### src/rtl/seq_arb_pkg.sv
// Shared definitions for the 4-input sequential arbiter and its requester agent.
package seq_arb_pkg;

  localparam int NUM_PORTS = 4;

  typedef logic [NUM_PORTS-1:0] port_vec_t;

  // True when exactly one bit of the vector is set.
  function automatic logic is_one_hot(input port_vec_t v);
    return (v != '0) && ((v & (v - port_vec_t'(1))) == '0);
  endfunction

endpackage

### src/rtl/seq_arb_req_port_ctr.sv
// One port's pending-request counter: saturating up/down, with drop reporting
// when an increment arrives while full and is not offset by a decrement.
module seq_arb_req_port_ctr #(
  parameter int CNT_BITS = 3
) (
  input  logic clk,
  input  logic reset,
  input  logic inc,
  input  logic dec,
  output logic nonzero,
  output logic full,
  output logic drop
);

  localparam logic [CNT_BITS-1:0] CNT_MAX = '1;

  logic [CNT_BITS-1:0] count_q, count_d;
  logic                up, down;

  assign nonzero = (count_q != '0);
  assign full    = (count_q == CNT_MAX);

  // Next count: inc and dec together cancel; a lone inc saturates at max.
  always_comb begin
    // NOTE: every always_comb output gets a default first so no path leaves it unassigned (no latch).
    count_d = count_q;
    drop    = inc & full & ~dec;
    up      = inc & ~dec & ~full;
    down    = dec & ~inc & nonzero;
    if (up) begin
      count_d = count_q + CNT_BITS'(1);
    end else if (down) begin
      count_d = count_q - CNT_BITS'(1);
    end
  end

  // Count register with synchronous reset.
  always_ff @(posedge clk) begin
    // NOTE: sequential state uses non-blocking assignment so all registers update together at the edge.
    if (reset) begin
      count_q <= '0;
    end else begin
      count_q <= count_d;
    end
  end

endmodule

### src/rtl/seq_arb_req_agent_4in.sv
// Requester-side agent for the 4-input sequential arbiter: per-port pending
// counters drive reqs, legal grants retire one request, illegal grants and
// dropped pushes raise sticky flags, and accepted grants are counted.
module seq_arb_req_agent_4in
  import seq_arb_pkg::*;
#(
  parameter int CNT_BITS = 3
) (
  input  logic      clk,
  input  logic      reset,
  input  port_vec_t push,
  input  port_vec_t grants,
  output port_vec_t reqs,
  output port_vec_t full,
  output logic      overflow,
  output logic      bad_grant,
  output logic [7:0] grant_count
);

  logic       legal;
  port_vec_t  dec_vec;
  port_vec_t  drop_vec;
  logic       overflow_q, overflow_d;
  logic       bad_grant_q, bad_grant_d;
  logic [7:0] grant_count_q, grant_count_d;

  // A grant counts only if it is one-hot and lands on a requesting port.
  assign legal   = is_one_hot(grants) && ((grants & reqs) != '0);
  assign dec_vec = legal ? grants : '0;

  for (genvar i = 0; i < NUM_PORTS; i++) begin : g_port
    seq_arb_req_port_ctr #(
      .CNT_BITS (CNT_BITS)
    ) u_ctr (
      .clk     (clk),
      .reset   (reset),
      .inc     (push[i]),
      .dec     (dec_vec[i]),
      .nonzero (reqs[i]),
      .full    (full[i]),
      .drop    (drop_vec[i])
    );
  end

  // Sticky flags accumulate; grant counter advances on each legal grant and wraps.
  always_comb begin
    overflow_d    = overflow_q | (|drop_vec);
    bad_grant_d   = bad_grant_q | ((grants != '0) & ~legal);
    grant_count_d = grant_count_q + {7'd0, legal};
  end

  // Flag and counter registers with synchronous reset.
  always_ff @(posedge clk) begin
    if (reset) begin
      overflow_q    <= 1'b0;
      bad_grant_q   <= 1'b0;
      grant_count_q <= '0;
    end else begin
      overflow_q    <= overflow_d;
      bad_grant_q   <= bad_grant_d;
      grant_count_q <= grant_count_d;
    end
  end

  assign overflow    = overflow_q;
  assign bad_grant   = bad_grant_q;
  assign grant_count = grant_count_q;

endmodule

### config.mk
export PLATFORM = sky130hd
export DESIGN_NAME = seq_arb_req_agent_4in
export DESIGN_NICKNAME = d
export VERILOG_FILES = /design/src/rtl/seq_arb_pkg.sv /design/src/rtl/seq_arb_req_port_ctr.sv /design/src/rtl/seq_arb_req_agent_4in.sv
export SDC_FILE = /design/constraint.sdc
export NUM_CORES = 1
export LEC_CHECK = 0
export ABC_AREA = 1
export BUFFER_PORTS_ARGS = -buffer_cell sky130_fd_sc_hd__buf_2
export CORE_AREA = 2 2 72 74
export DETAILED_ROUTE_END_ITERATION = 12
export DIE_AREA = 0 0 74 76
export PLACE_DENSITY = 0.44
export SYNTH_ARGS = -nofsm -noshare
export SYNTH_HDL_FRONTEND = slang
export SYNTH_SLANG_ARGS = --single-unit
### constraint.sdc
create_clock -name clk -period 2.6 [get_ports clk]
set_input_delay 0.26 -clock clk [delete_from_list [all_inputs] [get_ports clk]]
set_output_delay 0.26 -clock clk [all_outputs]
set_load 0.01 [all_outputs]
# After elaboration in Yosys (flattened, before gate mapping)
# Index checks and enable logic that the tools add are counted.
# totals
elab_cells	86
reg_bits	22
# classes
n_eq_ne	4
reduce_logical	14
bitwise	42
n_addsub	10
n_mux	9
# ops
operator	n
1-bit bitwise AND	25
3-bit 2-to-1 mux	8
1-bit NOT	13
3-bit by 1-bit adder with 3-bit output, second input constant	4
3-bit == test, second input constant	4
3-bit nonzero test	4
3-bit by 1-bit subtractor with 3-bit output, second input constant	4
8-bit by 1-bit adder with 8-bit output	1
4-bit bitwise AND	2
2-bit nonzero test	4
4-bit nonzero test	2
4-bit logical NOT	1
4-bit 2-to-1 mux	1
4-bit OR reduction	1
4-bit by 1-bit subtractor with 4-bit output, second input constant	1
1-bit logical AND	2
1-bit bitwise OR	2

# Logic depth before layout (Yosys ltp)
# Gate-level depths: netlist of the first run.
# logic_depth
depth_word	10
depth_mapped	17
mapped_depth_nobuf	17

# Modules after synthesis
# Synthesis of the first run repeated with hierarchy kept, for this count alone.
# hier_totals
cells_unflattened	210
area_unflattened_um2	1385.1
# by_module_without_submodules
module	seq_area_each_um2	cells_each	area_per_inst_um2	instances
seq_arb_req_port_ctr	60.1	32	210.2	4
seq_arb_req_agent_4in	200.2	82	544.3	1

# Worst setup path after synthesis of the first run
# No wires, ideal clock.
# synth_path
path_type	register to register
from	reg g_port[2].u_ctr.count_q[0]
to	reg grant_count_q[7] (netlist: grant_count[7])
setup_time_ns	0.115
t_arrival_ns	1.699
period_less_slack_ns	1.814
path_buffers	0
setup_slack_ns	0.786
t_required_ns	2.485
stages_incl_launch_ff	18
path_cell_list	dfxtp_1 -> nor2_1 -> nand2_1 -> nand2_1 -> nand2_1 -> inv_2 -> nand2_4 -> nand2_1 -> inv_1 -> ha_1 -> nand3_1 -> nor2_1 -> inv_1 -> nor2_1 -> nand2_1 -> nor2_1 -> xnor2_1 -> nor2_1
# synth_via
elab_chain_len	5
# synth_lines
item	line_no	rtl
start, declared	seq_arb_req_port_ctr.sv:17	logic [CNT_BITS-1:0] count_q, count_d;
start signal, assigned	seq_arb_req_port_ctr.sv:43	count_q <= count_d;
3-bit nonzero test	seq_arb_req_port_ctr.sv:20	assign nonzero = (count_q != '0);
named net g_port[2].u_ctr.nonzero	seq_arb_req_port_ctr.sv:10	output logic nonzero,
4-bit bitwise AND	seq_arb_req_agent_4in.sv:28	assign legal = is_one_hot(grants) && ((grants & reqs) != '0);
4-bit nonzero test	seq_arb_req_agent_4in.sv:28	
1-bit logical AND	seq_arb_req_agent_4in.sv:28	
8-bit by 1-bit adder with 8-bit output	seq_arb_req_agent_4in.sv:49	grant_count_d = grant_count_q + {7'd0, legal};
end signal, assigned	seq_arb_req_agent_4in.sv:61	grant_count_q <= grant_count_d;
end, declared	seq_arb_req_agent_4in.sv:25	logic [7:0] grant_count_q, grant_count_d;
# The timed path passes the listed nets, and every way through them passes these cells.
# A chain may end at the register's enable or synchronous reset.

# Worst setup path after layout of the first run
# layout_path
from	reg g_port[3].u_ctr.count_q[0]
to	reg grant_count_q[7] (netlist: grant_count[7])
# layout_via
elab_chain_len	5
# layout_lines
item	line_no
start, declared	seq_arb_req_port_ctr.sv:17
start signal, assigned	seq_arb_req_port_ctr.sv:43
3-bit nonzero test	seq_arb_req_port_ctr.sv:20
4-bit bitwise AND	seq_arb_req_agent_4in.sv:28
4-bit nonzero test	seq_arb_req_agent_4in.sv:28
1-bit logical AND	seq_arb_req_agent_4in.sv:28
8-bit by 1-bit adder with 8-bit output	seq_arb_req_agent_4in.sv:49
# No other way between the ends.

==> results of run 1 <==
==> power groups by stage <==
| stage | Combinational, mW | Clock, mW | Sequential [mW] |
|---|---|---|---|
| floorplan | 0.200 | 0 | 0.404 |
| global placement | 0.250 | 0 | 0.408 |
| detailed placement | 0.245 | 0 | 0.408 |
| CTS | 0.249 | 0.341 | 0.400 |
| global route | 0.284 | 0.355 | 0.406 |
| finish | 0.245 | 0.333 | 0.399 |
==> worst reg2reg max path, cell delays in order (launching register included) <==
cell and delay (ps):
dfxtp_1 430, nor2_1 70, nand2_1 80, nand2_1 60, nand2_1 80, inv_2 40, nand2_4 90, nand2_1 70
inv_1 80, ha_1 170, nand3_1 100, nor2_1 100, inv_1 60, nor2_1 120, nand2_1 80, nor2_1 110
xnor2_1 120, nor2_1 50
==> state kept, by name, indices dropped and copies added, names as in the netlist <==
name                  cells
g_port.u_ctr.count_q     12
bad_grant                 1
overflow                  1
grant_count               8
==> synthesized netlist by cell type, types with 2 or more instances <==
library cell,n,area (sq um)
nand3_1,15,75.07
a21oi_1,7,35.03
nand3_2,10,100.1
inv_1,29,108.9
nand4_1,5,31.28
o21ai_1,2,10.01
nand2_2,5,31.28
ha_1,2,25.02
nor2_1,41,153.9
o21ai_0,7,35.03
buf_4,8,60.06
dfxtp_1,22,440.4
nand2_1,31,116.4
inv_2,8,30.03
fa_1,4,80.08
==> final cells by class <==
| class | instances | area [sq um] |
|---|---|---|
| Multi-Input combinational cell | 134 | 734.5 |
| Tap cell | 70 | 87.58 |
| Timing Repair Buffer | 27 | 135.1 |
| Inverter | 38 | 143.9 |
| Sequential cell | 22 | 440.4 |
| Clock inverter | 1 | 30.03 |
| Clock buffer | 3 | 41.29 |
| Fill cell | 542 | 3299 |
==> metrics by stage <==
step	area [sq um]	util (%)	setup WS, ps
4_1_cts	1613	32.83	552.5
5_1_grt	1613	32.83	258.5
3_3_place_gp	1541	31.38	575.4
6_report	1613	32.83	568.8
3_5_place_dp	1541	31.38	561.6
2_1_floorplan	1390	-	786.1
==> worst max path at each step <==
stage,startpoint,to,cells after the start
finish,g_port[3].u_ctr.count_q[0]$_SDFFE_PP0P_,grant_count[7]$_SDFF_PP0_,17
global route,g_port[1].u_ctr.count_q[0]$_SDFFE_PP0P_,grant_count[7]$_SDFF_PP0_,17
CTS,g_port[1].u_ctr.count_q[0]$_SDFFE_PP0P_,grant_count[7]$_SDFF_PP0_,17
detailed placement,grants[0],grant_count[7]$_SDFF_PP0_,17
global placement,g_port[1].u_ctr.count_q[0]$_SDFFE_PP0P_,grant_count[7]$_SDFF_PP0_,17
floorplan,g_port[2].u_ctr.count_q[0]$_SDFFE_PP0P_,grant_count[7]$_SDFF_PP0_,17
==> logic make-up (layout without fill, tap and decap cells) <==
group                    Yosys count  count (layout)  synth area share, %
AND/OR/NAND/NOR                  109             109                37.71
adder cells (fa/ha/maj)            6               6                7.561
XOR/XNOR                           2               2                1.260
flip-flops                        22              22                31.68
AO/OA/AOI/OAI                     17              17                6.300
buffers and inverters             47              69                15.48
==> layer usage <==
| layer | vias up | share of wire (%) | routed length [microns] |
|---|---|---|---|
| li1 | 667 | - | - |
| met1 | 506 | 50 | 1459 |
| met2 | 17 | 45 | 1290 |
| met3 | 4 | 3.1 | 90 |
| met4 | 0 | 1.7 | 50 |
| met5 | - | 0 | 0 |
==> impl_metrics.toml, run 1 <==
[pwr]
pwr-share-clk_pct = 34.1
p_leak_nw = 0.8233
ir_drop_uv = 206.1
combPwrFrac_pct = 25.1
power_mw = 0.9774
seqPwrFrac_pct = 40.8
power_density_nw_per_um2 = 606.0
swShare_pct = 31.74
internal_power_mw = 0.6671
net-switching-power_mw = 0.3102

[detailed_routing]
drc = 0
first_pass_iters = 4
viasPerCell = 4.047
drt-initial-drc-count = 31
vias = 1194
wire_per_inst_microns = 9.800
postRouteAntennaNets = 0
routed_wirelength_microns = 2891

[setup_path]
critical_path.max_fanout = 6
critPathSlowestCell = "dfxtp_1"
reg2reg_depth = 17
crit_family = "simple AND/OR/NAND/NOR gates"
cp.required_ps = 2770
worstReg2RegEnd = "grant_count[7]$_SDFF_PP0_"
cpPeakStageDelay_ps = 430
cp_num_buf_inv = 3
startpoint_type = "flip-flop"
path_class = "flip-flop to flip-flop"
reg2reg_from = "g_port[3].u_ctr.count_q[0]$_SDFFE_PP0P_"
critical_path.cell_chain = "nor2_1, nand2_1, nand2_1, nand2_1, inv_2, nand2_4, nand2_1, inv_1, ha_1, nand3_1, nor2_1, inv_1, nor2_1, nand2_1, nor2_1, xnor2_1, nor2_1"
crit_path_end_kind = "flip-flop"
r2r_slack_ps = 570
crit_arrival_ps = 2200

[clock_tree]
ctsHoldBuffers = 0
cts_made_buffers = 3
post_cts_resized = 0
postCtsSetupBuffers = 0
htreeDepth = 1
cts_max_path_buffers = 2
clkLatencyLatePin_ps = 270
root_buffer = "clkbuf_8"
cts_sinks = 22
cts_tree = "done"
clkTransAtPathRegs_ps = 90

[final_layout]
mostFrequentLayoutCell = "nor2_1"
fin_nets = 242
antenna_cells = 0
area_growth_pct = 16.02
drive_gt1_share_pct = 24.89
layout_common_cells = "nor2_1, nand2_1, inv_1, buf_2, dfxtp_1"
fin_cells = 295

[die]
ios = 28
dieArea_sq_um = 5624
die_w_microns = 74
die_y_microns = 76
initial_core_util_pct = 28.30
num_rows = 26
core_sq_um = 4912

[logic_synthesis]
synthFlopType = "dfxtp_1"
synth_edf_count = 0
ys.warnings.count = 0
postSynthCellCount = 203
ys_ff_latch = 22
synth_nets = 219
syn_area_per_cell_sq_um = 6.848
yosysSeqAreaShare_pct = 31.68
synthArstFlopShare_pct = 0
syn-cell-area_sq_um = 1390
synth_cell_types = 22

[timing]
skew_ps = 4.000
setup-violations-final = 0
hold_ws_ps = 243.1
tns_ps = 0
finalCriticalPeriod_ps = 2031
fmax_mhz = 492.3
worst_pin_slew_ps = 520.0
hold_viol_final = 0
post-route-period-util_pct = 78.12
drv_slew = 0
rsz0062_at_grt = "no"
slew_headroom_pct = 65.30

[grt]
antenna_found_initial = 0
track_usage_pct = 11.19
grt_overflow_total = 0
grt_pass1_vias = 1115
grt_use_met1_pct = 14.58
grt_pass1_wl_microns = 4899
grt_start_max_net_pins = 17
gr-usage-met2_pct = 17.23
grt_util_met3_pct = 2.381
grt-busiest-layer = "met2"

[min_path]
whs_path_depth = 2
hp-start = "reset"
hold_end = "grant_count[1]$_SDFF_PP0_"
hp-class = "input pin to flip-flop"

[placed_design]
hpwl_microns = 2268
globalplace.congestion = 0.7639
dp.cells = 291
portBuffers = 27

[run_status]
status = "finished, final reports clean"

[job]
drv_cap = 0
Note: power is estimated with default switching activity, not from simulation.
==> inputs of run 2 (changes only) <==
PLACE_DENSITY = 0.46   (was 0.44)
clock period = 1.65 ns   (was 2.6 ns; I/O delays follow)
==> impl_metrics.toml, run 2 (synthesis results as in run 1) <==
[die]
num_rows = 26
initial_core_util_pct = 28.30
die_y_microns = 76
core_sq_um = 4912
die_w_microns = 74
dieArea_sq_um = 5624
ios = 28

[final_layout]
largest_reg_flops = 12
layout_common_cells = "buf_4, nor2_1, nand2_1, buf_2, inv_1"
utilization_pct = 42.59
stdcell_area_sq_um = 2092
drive_gt1_share_pct = 50.74
area_growth_pct = 50.50
fin_cells = 340
fin_nets = 287
antenna_cells = 0
top_register = "g_port.u_ctr.count_q"
mostFrequentLayoutCell = "buf_4"

[clock_tree]
htreeDepth = 1
clkLatencyLatePin_ps = 270
clkTransAtPathRegs_ps = 90
cts_sinks = 22
ctsHoldBuffers = 0
root_buffer = "clkbuf_8"
cts_tree = "done"
cts_max_path_buffers = 2
cts_made_buffers = 3

[pwr]
net-switching-power_mw = 0.5443
combPwrFrac_pct = 37.0
power_density_nw_per_um2 = 860.2
swShare_pct = 30.25
seqPwrFrac_pct = 34.5
power_mw = 1.800
pwr-share-clk_pct = 28.5
internal_power_mw = 1.255
p_leak_nw = 1.064
ir_drop_uv = 578.3

[timing]
skew_ps = 7.185
slew_headroom_pct = 63.20
rsz0062_at_grt = "yes"
post-route-period-util_pct = 108.5
fmax_mhz = 558.6
setup-violations-final = 12
drv_slew = 0
finalCriticalPeriod_ps = 1790
worst_pin_slew_ps = 551.4
setup_slack_ps = -140.2
hold_viol_final = 0
tns_ps = -973.4

[grt]
track_usage_pct = 12.30
antenna_found_initial = 0
grt_pass1_vias = 1293
grt_overflow_total = 0
grt_pass1_wl_microns = 5595
grt_start_max_net_pins = 17

[detailed_routing]
wire_per_inst_microns = 9.535
first_pass_iters = 4
routed_wirelength_microns = 3242
drt-initial-drc-count = 39
vias = 1398
viasPerCell = 4.112
drc = 0
postRouteAntennaNets = 0

[min_path]
hp-class = "input pin to flip-flop"

[placed_design]
dp.cells = 325
portBuffers = 27
hpwl_microns = 2460
dpl_cell_area_sq_um = 1834
globalplace.congestion = 0.7649

[setup_path]
crit_path_end_kind = "flip-flop"
startpoint_type = "flip-flop"
path_class = "flip-flop to flip-flop"
crit_arrival_ps = 1950
cp.required_ps = 1810
critical_path.max_fanout = 6

[run_status]
status = "complete, but fails checks"
violations = "setup timing"

[job]
drv_cap = 0
[run 2: worst max-delay path, stage by stage, from the launching register on]
cell     delay [ps]
dfxtp_2         330
nor2_2          110
nand2_2          70
nand2_1          70
nand2_1          60
inv_2            60
nand2_4          80
nand3_2          90
nand3_2          80
fa_2            350
inv_2            70
nand4_1          70
nand2_1          80
nand3_1          70
nand2_1          60
nor2_1           40
[run 2: worst paths after layout]
path	depth (start not counted)	end	slack, ps	start
setup reg to reg	15	g_port[0].u_ctr.count_q[2]$_SDFFE_PP0P_	-140	g_port[2].u_ctr.count_q[0]$_SDFFE_PP0P_
hold reg to reg	2	bad_grant$_SDFF_PP0_	510	bad_grant$_SDFF_PP0_
setup / recovery	15	g_port[0].u_ctr.count_q[2]$_SDFFE_PP0P_	-140	g_port[2].u_ctr.count_q[0]$_SDFFE_PP0P_
hold / removal	2	grant_count[4]$_SDFF_PP0_	150	reset
[run 2: final cells by class]
class                      count  area (sq um)
inverter                      38         146.4
clock buffer                   3         41.29
clock inverter                 1         30.03
sequential                    22         455.4
fill                         532          2820
timing repair buffer          72         501.7
multi-input combinational    134         829.5
tap                           70         87.58
[run 2: power groups by stage]
| stage | clock network [mW] | registers (mW) | logic, mW |
|---|---|---|---|
| floorplan | 0 | 0.647 | 0.326 |
| global placement | 0 | 0.632 | 0.554 |
| detailed placement | 0 | 0.631 | 0.553 |
| CTS | 0.532 | 0.619 | 0.619 |
| global route | 0.557 | 0.628 | 0.753 |
| finish | 0.512 | 0.621 | 0.666 |
[run 2: per-stage QoR]
stage               setup WS [ps]  hold slack (ps)
finish                     -140.2            149.7
floorplan                  -106.1            236.2
global placement           -282.8            447.1
detailed placement         -277.2            445.9
CTS                        -157.0            147.5
global route               -318.6            148.3
[run 2: layer usage]
metal,part of all wire (%),global-route usage [%],routed length (microns)
met4,0.59,2.182,19
met3,3.1,3.307,100
met2,47,19.29,1532
met5,0,0,0
met1,49,17.04,1590
[run 2: timing repair]
| item | CTS | global route |
|---|---|---|
| cloned | 0 | 0 |
| gates resized for setup | 6 | 24 |
| setup buffers | 9 | 3 |
| setup endpoints to repair | 13 | 16 |
| pin swaps | 16 | 7 |
==> inputs of run 3 (changes only) <==
CORE_AREA = 2 2 61 86   (was 2 2 72 74)
DIE_AREA = 0 0 63 88   (was 0 0 74 76)
==> impl_metrics.toml, run 3 (synthesis results as in run 1) <==
[grt]
grt_overflow_total = 0
grt_pass1_vias = 1307
antenna_found_initial = 0
grt_start_max_net_pins = 13
grt_pass1_wl_microns = 5575
track_usage_pct = 12.83

[setup_path]
crit_arrival_ps = 1990
critPathSlowestCell = "fa_2"
reg2reg_from = "g_port[3].u_ctr.count_q[1]$_SDFFE_PP0P_"
cp_num_buf_inv = 2
cp_common_cell = "nand2_1"
cp.required_ps = 1810
cpPeakStageDelay_ps = 360
startpoint_type = "flip-flop"
r2r_slack_ps = -180
critical_path.max_fanout = 5
critical_path.cell_chain = "nor2_2, nand2_2, nand2_1, nand2_2, inv_2, nand2_4, nand3_2, nand3_4, fa_2, inv_2, nand4_1, nand2_1, nand3_1, nand2_1, nor2_1"
path_class = "flip-flop to flip-flop"
crit_path_end_kind = "flip-flop"
crit_family = "simple AND/OR/NAND/NOR gates"
crit_start = "g_port[3].u_ctr.count_q[1]$_SDFFE_PP0P_"

[detailed_routing]
drt-initial-drc-count = 49
first_pass_iters = 4
vias = 1452
postRouteAntennaNets = 0
viasPerCell = 4.246
drc = 0
routed_wirelength_microns = 3401
wire_per_inst_microns = 9.944

[timing]
worst_pin_slew_ps = 200.5
hold_ws_ps = 152.5
setup_slack_ps = -175.2
rsz0062_at_grt = "yes"
finalCriticalPeriod_ps = 1825
slew_headroom_pct = 86.60
drv_slew = 0
fmax_mhz = 547.9
hold_viol_final = 0
setup-violations-final = 13
tns_ps = -1131
skew_ps = 2.175
post-route-period-util_pct = 110.6

[final_layout]
drive_gt1_share_pct = 56.83
mostFrequentLayoutCell = "buf_4"
largest_reg_flops = 12
stdcell_area_sq_um = 2195
nFillCells = 517
fin_nets = 295
top_register = "g_port.u_ctr.count_q"
area_growth_pct = 57.88
utilization_pct = 46.04
layout_common_cells = "buf_4, nor2_1, buf_2, nand2_1, inv_1"
antenna_cells = 0

[clock_tree]
cts_tree = "done"
cts_sinks = 22
cts_max_path_buffers = 2
clkTransAtPathRegs_ps = 80
htreeDepth = 1
clkLatencyLatePin_ps = 260
root_buffer = "clkbuf_8"
cts_made_buffers = 3

[die]
core_sq_um = 4767
ios = 28
dieArea_sq_um = 5544
initial_core_util_pct = 29.16
die_w_microns = 63
num_rows = 30
die_y_microns = 88

[min_path]
hp-start = "reset"
hp-class = "input pin to flip-flop"

[pwr]
p_leak_nw = 1.090
ir_drop_uv = 400.5
power_density_nw_per_um2 = 787.4

[placed_design]
globalplace.congestion = 0.7660
hpwl_microns = 2621
portBuffers = 27
dpl_cell_area_sq_um = 1872
pre_cts_ws_ps = -294.4

[run_status]
status = "complete, but fails checks"
violations = "setup timing"

[job]
drv_cap = 0
run 3: cell types whose count changed in the layout (fill, tap and decap cells not counted), sizes merged:
cell,previous run,this run
buf,72,80
clkbuf,3,4
bufinv,1,0
run 3: what timing repair did:
item / 4_1_cts / 5_1_grt
buffers inserted: 7 / 6
pin swaps: 19 / 19
setup endpoints to repair: 12 / 16
hold buffers: 0 / 0
gates resized for setup: 24 / 24
run 3: area by class of cell:
type	instances	area, sq um	area share (%)
repair buffers	80	548.0	24.97
flip-flops and latches	22	457.9	20.87
clock buffers	4	55.05	2.509
well taps	64	80.08	3.649
inverters	38	148.9	6.785
multi-input cells	134	904.6	41.22
run 3: worst reg2reg max path, cell delays in order (launching register included):
cell and delay, ps:
dfxtp_2 330, nor2_2 110, nand2_2 60, nand2_1 70, nand2_2 50, inv_2 60, nand2_4 80, nand3_2 110
nand3_4 100, fa_2 360, inv_2 60, nand4_1 80, nand2_1 90, nand3_1 70, nand2_1 60, nor2_1 40
run 3: power breakdown:
part	internal (mW)	total (mW)	leakage (nW)	switching [mW]
registers	0.589	0.624	0.185	0.0346
clock network	0.213	0.395	0.0288	0.182
logic	0.358	0.709	0.877	0.352
total	1.16	1.73	1.09	0.568
run 3: path summary, 6_finish.rpt:
| check | to | depth (start not counted) |
|---|---|---|
| worst max-delay path | g_port[0].u_ctr.count_q[2]$_SDFFE_PP0P_ | 15 |
| worst min-delay path | grant_count[0]$_SDFF_PP0_ | 2 |
| worst max register to register | g_port[0].u_ctr.count_q[2]$_SDFFE_PP0P_ | 15 |
| worst min register to register | bad_grant$_SDFF_PP0_ | 2 |
run 3: metrics by stage:
step                      std cells  total power, mW
final                           342            1.728
after global routing            342            1.860
after CTS                       336            1.671
after detailed placement        325            1.205
after global placement          325            1.208
after floorplan                 203           0.9732
run 3: routing by layer:
metal	GRT usage [%]	share of wire, %	vias to the layer above
met5	0	0	-
met4	5.455	1.4	0
met3	1.671	2.8	6
met2	22.92	51	25
met1	15.45	45	650
li1	-	-	771
